`config.mk`:
```
export PLATFORM = sky130hd
export DESIGN_NAME = player_motion_ctrl_flat
export DESIGN_NICKNAME = d
export VERILOG_FILES = /design/src/rtl/player_motion_ctrl_if.sv /design/src/rtl/player_motion_ctrl.sv /design/src/flat_wrapper.sv
export SDC_FILE = /design/constraint.sdc
export NUM_CORES = 1
export LEC_CHECK = 0
export BUFFER_PORTS_ARGS = -buffer_cell sky130_fd_sc_hd__buf_2
export CORE_ASPECT_RATIO = 2
export CORE_MARGIN = 5
export CORE_UTILIZATION = 39
export DETAILED_ROUTE_END_ITERATION = 16
export RECOVER_POWER = 100
export SLEW_MARGIN = 20
export SYNTH_ARGS = -nofsm -noshare
export SYNTH_HDL_FRONTEND = slang
export SYNTH_SLANG_ARGS = --single-unit
export TNS_END_PERCENT = 1
```
`constraint.sdc`:
```
create_clock -name clk -period 2.4 [get_ports clk]
set_clock_uncertainty 0.2 [all_clocks]
set_input_delay 0.36 -clock clk [delete_from_list [all_inputs] [get_ports clk]]
set_output_delay 0.36 -clock clk [all_outputs]
set_load 0.03 [all_outputs]
```
`src/rtl/player_motion_ctrl_if.sv`:
```
// Signal bundle between the button decoder, the wall-lookup port, the renderer and
// player_motion_ctrl. master = the controller, slave = its environment.
interface player_motion_ctrl_if #(
  parameter int COORD_W = 4
);
  // Button levels from the decoder
  logic               rotateCCW;
  logic               forward;
  logic               rotateCW;
  logic               pressed;

  // Wall lookup handshake:
  //   probe_valid rises with probe_x/probe_y and holds them stable until probe_ready
  //   is sampled high. The request completes on that edge, and probe_wall is only
  //   meaningful in that cycle. probe_ready is ignored while probe_valid is low.
  logic               probe_valid;
  logic               probe_ready;
  logic               probe_wall;
  logic [COORD_W-1:0] probe_x;
  logic [COORD_W-1:0] probe_y;

  // Player state towards the renderer
  logic [COORD_W-1:0] pos_x;
  logic [COORD_W-1:0] pos_y;
  logic [1:0]         dir;
  logic               update;
  logic               blocked;
  logic               busy;
  logic [1:0]         state_dbg;

  modport master (
    input  rotateCCW, forward, rotateCW, pressed, probe_ready, probe_wall,
    output probe_valid, probe_x, probe_y, pos_x, pos_y, dir, update, blocked,
           busy, state_dbg
  );

  modport slave (
    output rotateCCW, forward, rotateCW, pressed, probe_ready, probe_wall,
    input  probe_valid, probe_x, probe_y, pos_x, pos_y, dir, update, blocked,
           busy, state_dbg
  );
endinterface

```
`src/rtl/player_motion_ctrl.sv`:
```
// Player position/direction controller: one action per button press, forward moves
// checked against map bounds and a wall-lookup handshake. Optional AUTO_REPEAT_EN
// re-executes a held single action every REPEAT_CYCLES.
module player_motion_ctrl #(
  parameter int MAP_W         = 16,
  parameter int MAP_H         = 16,
  parameter int COORD_W       = 4,
  parameter int START_X       = 1,
  parameter int START_Y       = 1,
  parameter int START_DIR     = 0,
  parameter int REPEAT_CYCLES = 25000000
) (
  input logic                 clk,
  input logic                 rst_n,
  player_motion_ctrl_if.master pm
);

  typedef enum logic [1:0] {
    S_IDLE     = 2'd0,
    S_PROBE    = 2'd1,
    S_WAIT_REL = 2'd2
  } state_t;

  localparam logic [1:0] DIR_N = 2'd0;
  localparam logic [1:0] DIR_E = 2'd1;
  localparam logic [1:0] DIR_S = 2'd2;

  localparam logic [COORD_W-1:0] MAX_X       = COORD_W'(MAP_W - 1);
  localparam logic [COORD_W-1:0] MAX_Y       = COORD_W'(MAP_H - 1);
  localparam logic [COORD_W-1:0] START_X_C   = COORD_W'(START_X);
  localparam logic [COORD_W-1:0] START_Y_C   = COORD_W'(START_Y);
  localparam logic [1:0]         START_DIR_C = 2'(START_DIR);

  state_t             state_d, state_q;
  logic [COORD_W-1:0] pos_x_d, pos_x_q;
  logic [COORD_W-1:0] pos_y_d, pos_y_q;
  logic [1:0]         dir_d, dir_q;
  logic               update_d, update_q;
  logic               blocked_d, blocked_q;
  logic               probe_valid_d, probe_valid_q;
  logic [COORD_W-1:0] probe_x_d, probe_x_q;
  logic [COORD_W-1:0] probe_y_d, probe_y_q;
  logic               busy_d, busy_q;

  logic               single_act;
  logic               repeat_fire;
  logic               tgt_ok;
  logic [COORD_W-1:0] tgt_x;
  logic [COORD_W-1:0] tgt_y;

  // Three-input XOR is high for one or three set bits; exclude the all-three case.
  assign single_act = pm.pressed
                    && (pm.rotateCCW ^ pm.forward ^ pm.rotateCW)
                    && !(pm.rotateCCW && pm.forward && pm.rotateCW);

  always_comb begin
    tgt_ok = 1'b1;
    tgt_x  = pos_x_q;
    tgt_y  = pos_y_q;
    case (dir_q)
      DIR_N: begin
        if (pos_y_q == '0 || pos_y_q > MAX_Y) tgt_ok = 1'b0;
        else                                  tgt_y  = pos_y_q - 1'b1;
      end
      DIR_E: begin
        if (pos_x_q >= MAX_X) tgt_ok = 1'b0;
        else                  tgt_x  = pos_x_q + 1'b1;
      end
      DIR_S: begin
        if (pos_y_q >= MAX_Y) tgt_ok = 1'b0;
        else                  tgt_y  = pos_y_q + 1'b1;
      end
      default: begin
        if (pos_x_q == '0 || pos_x_q > MAX_X) tgt_ok = 1'b0;
        else                                  tgt_x  = pos_x_q - 1'b1;
      end
    endcase
  end

`ifdef AUTO_REPEAT_EN
  localparam int               CNT_W    = $clog2(REPEAT_CYCLES) + 1;
  localparam logic [CNT_W-1:0] CNT_LAST = CNT_W'(REPEAT_CYCLES - 1);

  logic [CNT_W-1:0] cnt_d, cnt_q;

  // Only a single held action in WAIT_REL accumulates hold time.
  always_comb begin
    repeat_fire = (state_q == S_WAIT_REL) && single_act && (cnt_q == CNT_LAST);
    cnt_d       = '0;
    if ((state_q == S_WAIT_REL) && single_act && !repeat_fire) begin
      cnt_d = cnt_q + 1'b1;
    end
  end

  always_ff @(posedge clk or negedge rst_n) begin
    if (!rst_n) cnt_q <= '0;
    else        cnt_q <= cnt_d;
  end
`else
  assign repeat_fire = 1'b0;

  // Without the repeat path the hold time only has to be sane for other builds.
  if (REPEAT_CYCLES < 1) begin : g_repeat_cycles_unused
  end
`endif

  always_comb begin
    state_d       = state_q;
    pos_x_d       = pos_x_q;
    pos_y_d       = pos_y_q;
    dir_d         = dir_q;
    update_d      = 1'b0;
    blocked_d     = 1'b0;
    probe_valid_d = probe_valid_q;
    probe_x_d     = probe_x_q;
    probe_y_d     = probe_y_q;

    case (state_q)
      S_IDLE: begin
        if (pm.pressed) begin
          state_d = S_WAIT_REL;
          if (single_act) begin
            if (pm.rotateCW) begin
              dir_d    = dir_q + 2'd1;
              update_d = 1'b1;
            end else if (pm.rotateCCW) begin
              dir_d    = dir_q - 2'd1;
              update_d = 1'b1;
            end else if (tgt_ok) begin
              probe_x_d     = tgt_x;
              probe_y_d     = tgt_y;
              probe_valid_d = 1'b1;
              state_d       = S_PROBE;
            end else begin
              blocked_d = 1'b1;
            end
          end
        end
      end

      S_PROBE: begin
        // The pending target lives in probe_x/probe_y until the lookup answers.
        if (pm.probe_ready) begin
          probe_valid_d = 1'b0;
          state_d       = S_WAIT_REL;
          if (pm.probe_wall) begin
            blocked_d = 1'b1;
          end else begin
            pos_x_d  = probe_x_q;
            pos_y_d  = probe_y_q;
            update_d = 1'b1;
          end
        end
      end

      S_WAIT_REL: begin
        if (!pm.pressed || repeat_fire) state_d = S_IDLE;
      end

      default: begin
        state_d       = S_WAIT_REL;
        probe_valid_d = 1'b0;
      end
    endcase

    busy_d = (state_d != S_IDLE);
  end

  always_ff @(posedge clk or negedge rst_n) begin
    if (!rst_n) begin
      state_q       <= S_WAIT_REL;
      pos_x_q       <= START_X_C;
      pos_y_q       <= START_Y_C;
      dir_q         <= START_DIR_C;
      update_q      <= 1'b0;
      blocked_q     <= 1'b0;
      probe_valid_q <= 1'b0;
      probe_x_q     <= '0;
      probe_y_q     <= '0;
      busy_q        <= 1'b1;
    end else begin
      state_q       <= state_d;
      pos_x_q       <= pos_x_d;
      pos_y_q       <= pos_y_d;
      dir_q         <= dir_d;
      update_q      <= update_d;
      blocked_q     <= blocked_d;
      probe_valid_q <= probe_valid_d;
      probe_x_q     <= probe_x_d;
      probe_y_q     <= probe_y_d;
      busy_q        <= busy_d;
    end
  end

  assign pm.pos_x       = pos_x_q;
  assign pm.pos_y       = pos_y_q;
  assign pm.dir         = dir_q;
  assign pm.update      = update_q;
  assign pm.blocked     = blocked_q;
  assign pm.probe_valid = probe_valid_q;
  assign pm.probe_x     = probe_x_q;
  assign pm.probe_y     = probe_y_q;
  assign pm.busy        = busy_q;
  assign pm.state_dbg   = state_q;

endmodule
```
`src/flat_wrapper.sv`:
```
// flat-port wrapper written by rule: the top's interface ports become plain ports
module player_motion_ctrl_flat 
#(
  parameter int MAP_W         = 16,
  parameter int MAP_H         = 16,
  parameter int COORD_W       = 4,
  parameter int START_X       = 1,
  parameter int START_Y       = 1,
  parameter int START_DIR     = 0,
  parameter int REPEAT_CYCLES = 25000000
)
  (clk, rst_n, pm_rotateCCW, pm_forward, pm_rotateCW, pm_pressed, pm_probe_ready, pm_probe_wall, pm_probe_valid, pm_probe_x, pm_probe_y, pm_pos_x, pm_pos_y, pm_dir, pm_update, pm_blocked, pm_busy, pm_state_dbg);
  player_motion_ctrl_if #(.COORD_W(COORD_W)) pm_i ();
  input logic clk;
  input logic rst_n;
  input wire logic [$bits(pm_i.rotateCCW)-1:0] pm_rotateCCW;
  input wire logic [$bits(pm_i.forward)-1:0] pm_forward;
  input wire logic [$bits(pm_i.rotateCW)-1:0] pm_rotateCW;
  input wire logic [$bits(pm_i.pressed)-1:0] pm_pressed;
  input wire logic [$bits(pm_i.probe_ready)-1:0] pm_probe_ready;
  input wire logic [$bits(pm_i.probe_wall)-1:0] pm_probe_wall;
  output wire logic [$bits(pm_i.probe_valid)-1:0] pm_probe_valid;
  output wire logic [$bits(pm_i.probe_x)-1:0] pm_probe_x;
  output wire logic [$bits(pm_i.probe_y)-1:0] pm_probe_y;
  output wire logic [$bits(pm_i.pos_x)-1:0] pm_pos_x;
  output wire logic [$bits(pm_i.pos_y)-1:0] pm_pos_y;
  output wire logic [$bits(pm_i.dir)-1:0] pm_dir;
  output wire logic [$bits(pm_i.update)-1:0] pm_update;
  output wire logic [$bits(pm_i.blocked)-1:0] pm_blocked;
  output wire logic [$bits(pm_i.busy)-1:0] pm_busy;
  output wire logic [$bits(pm_i.state_dbg)-1:0] pm_state_dbg;
  assign pm_i.rotateCCW = pm_rotateCCW;
  assign pm_i.forward = pm_forward;
  assign pm_i.rotateCW = pm_rotateCW;
  assign pm_i.pressed = pm_pressed;
  assign pm_i.probe_ready = pm_probe_ready;
  assign pm_i.probe_wall = pm_probe_wall;
  assign pm_probe_valid = pm_i.probe_valid;
  assign pm_probe_x = pm_i.probe_x;
  assign pm_probe_y = pm_i.probe_y;
  assign pm_pos_x = pm_i.pos_x;
  assign pm_pos_y = pm_i.pos_y;
  assign pm_dir = pm_i.dir;
  assign pm_update = pm_i.update;
  assign pm_blocked = pm_i.blocked;
  assign pm_busy = pm_i.busy;
  assign pm_state_dbg = pm_i.state_dbg;
  player_motion_ctrl #(.MAP_W(MAP_W), .MAP_H(MAP_H), .COORD_W(COORD_W), .START_X(START_X), .START_Y(START_Y), .START_DIR(START_DIR), .REPEAT_CYCLES(REPEAT_CYCLES)) u_core (.clk(clk), .rst_n(rst_n), .pm(pm_i));
endmodule
```
==> impl_metrics.csv <==
group,metric,value,unit
synth,syn-cell-area,1550,µm²
critical_path,critPathTopFamily,"simple AND/OR/NAND/NOR gates",
synth,synthFlopType,"dfrtp_1",
sta,fin_hold_ws,0.135,ns
synth,yosysSeqAreaShare,39.1,%
critical_path,slowest_stage,"or3b_4",
synth,yosys-top-cells-area,"dfrtp_1, ha_1, dfstp_2",
critical_path,critPathLaunchType,"flop",
die,die_w,54.5,µm
drt,dr.pass1.iters,4,
drt,drc,0,
synth,synth_top_cell_area_share,32.3,%
synth,synth_edf_count,0,
clock_tree,clk_path_buf_depth,2,
clock_tree,cts.sinks,24,
die,start_util,40.3,%
synth,async_reset_ff_share,100,%
place,gp_congestion,0.796,
layout,layout.cells.non_filler,259,
drt,ant_nets,0,
min_path,hp-start,"pm_pressed",
layout,fin_nets,226,
clock_tree,path_clk_slew,0.09,ns
sta,worst_pin_slew,1.27,ns
place,dp_hpwl,3190,µm
synth,synthTopCellsByCount,"dfrtp_1, nand2_1, o21ai_0",
layout,fin_util,49.2,%
sta,relSlewSlack,15.3,%
min_path,hold_class,"input port to flop",
pwr,totalPowerFinal,2.19,mW
critical_path,r2r_slack,0.13,ns
place,dp_slack,0.0294,ns
global_route,grt-ovfl-total,0,
critical_path,reg2reg_from,"u_core.pm.pos_x[0]",
layout,diodes,0,
flow_run,maxCapViolCount,0,
place,dpl-instance-area,1810,µm²
pwr,peakVddDrop,851,µV
critical_path,r2r.worst_path.cells,6,
layout,drive_gt1_share,22.6,%
synth,postSynthCellCount,161,
critical_path,critPathMaxStageDelay,0.44,ns
global_route,antenna_found_initial,0,
sta,timing.fmax,441,MHz
sta,final_max_slew_viol_count,0,
die,num_io_pins,32,
drt,drt_wl_total,4000,µm
global_route,grtUsageTotal,16.3,%
synth,yosysUniqueCellTypes,49,
critical_path,crit_fanout,7,
pwr,power-per-cell-area,1160,nW/µm²
layout,syn2layout_area_growth,22.2,%
die,num_rows,32,
drt,vias,1386,
sta,tns,0,ns
synth,ys_warn_count,0,
layout,final_cell_area,1890,µm²
sta,finalSetupViolations,0,
sta,min_period,2.27,ns
synth,synth_seq_cells,24,
min_path,hold_path_depth,2,
pwr,leakagePower,0.847,nW
drt,drtIter0Drc,29,
synth,avgSynthCellArea,9.61,µm²
synth,syn_nets,178,
clock_tree,htreeDepth,1,
global_route,grt_max_degree,25,
critical_path,path_cells,"inv_1 > ha_1 > or3b_4 > o2bb2ai_4 > o211ai_4 > mux2_2",
critical_path,arrival,2.23,ns
drt,viasPerCell,5.35,
die,core_area,3840,µm²
critical_path,cp-startpoint,"u_core.pm.pos_x[0]",
critical_path,cp.depth,6,
global_route,grt_pass1_wl,6440,µm
critical_path,cp.required,2.36,ns
drt,detail_route.wl_per_cell,15.4,µm
clock_tree,cts_inserted_buffers,3,
synth,synth_most_common_cell,"dfrtp_1",
place,dp_cells,249,
place,port_buffers,31,
outcome,status,"complete, no violations",
die,die_h,99.1,µm
critical_path,crit_buf_inv,1,
global_route,grt_pass1_vias,1395,
clock_tree,tritoncts,"done",
synth,synth_top_area_cell,"dfrtp_1",
clock_tree,clkLatencyLatePin,0.27,ns
sta,fin_ws,0.130,ns
sta,rsz0062_at_grt,"no",
sta,period_share,94.6,%
critical_path,worst-setup-path-type,"flop to flop",
clock_tree,cts_root_buffer,"clkbuf_8",
sta,hold_viol_final,0,
critical_path,end_kind,"flop",
die,die-area,5400,µm²
layout make-up:
class	instances	area [µm²]
fillers	412	1950
multi-input cells	118	857
flip-flops and latches	24	606
repair buffers	50	260
well taps	51	63.8
clock buffers	4	55.1
inverters	12	48.8
worst paths after layout:
kind,end
max reg2reg,u_core.pm.probe_y[1]
min reg2reg,u_core.pm.probe_y[0]
min,u_core.pm.busy
min in group asynchronous,u_core.pm.probe_y[1]
max,u_core.pm.probe_y[1]
max in group asynchronous,u_core.pm.probe_y[0]
flip-flops by register name, summed over array words and instances, names as in the netlist:
name	flops
u_core.pm.pos_x	4
u_core.pm.pos_y	4
u_core.pm.probe_x	4
u_core.pm.probe_y	4
u_core.pm.dir	2
u_core.pm.state_dbg	2
u_core.pm.blocked	1
u_core.pm.busy	1
u_core.pm.probe_valid	1
u_core.pm.update	1
report_power, final:
part	total [mW]	internal, mW	switching (mW)
Combinational	1.26	0.482	0.781
Sequential	0.650	0.526	0.124
Clock	0.278	0.146	0.131
per-layer routing:
layer	track usage, %	wire length, µm	vias up
met5	0	0	-
met1	17.0	1470	654
met4	9.98	199	0
li1	-	-	677
met3	1.50	127	13
met2	29.1	2200	42
cell families (layout without fill, tap and decap cells):
family                   Yosys count  in the layout  synth area share (%)
AO/OA/AOI/OAI                     46             46                  23.1
AND/OR/NAND/NOR                   54             54                  18.2
buffers and inverters             19             66                  6.30
XOR/XNOR                           2              2                  1.13
adder cells (fa/ha/maj)            9              9                  7.28
flip-flops                        24             24                  39.1
multiplexers                       7              7                  4.85
cell usage in the layout, fill, tap and decap left out, types with 4 or more instances in the layout:
cell / instances
nand3_1: 5
a221oi_1: 4
nor2_1: 11
dfstp_2: 4
mux2_2: 4
nand2_1: 16
dfrtp_1: 20
inv_1: 10
clkbuf_1: 26
buf_4: 15
clkbuf_8: 4
buf_2: 7
a21oi_1: 7
o21ai_0: 13
ha_1: 8
nor3_1: 5
what timing repair did:
action | 4_1_cts | 5_1_grt
gates resized for setup | 0 | 6
endpoints found under the setup margin | 0 | 8
hold buffers | 1 | 0
buffers inserted | 0 | 5
endpoints found under the hold margin | 20 | 0
(Power assumes the default switching activity.)
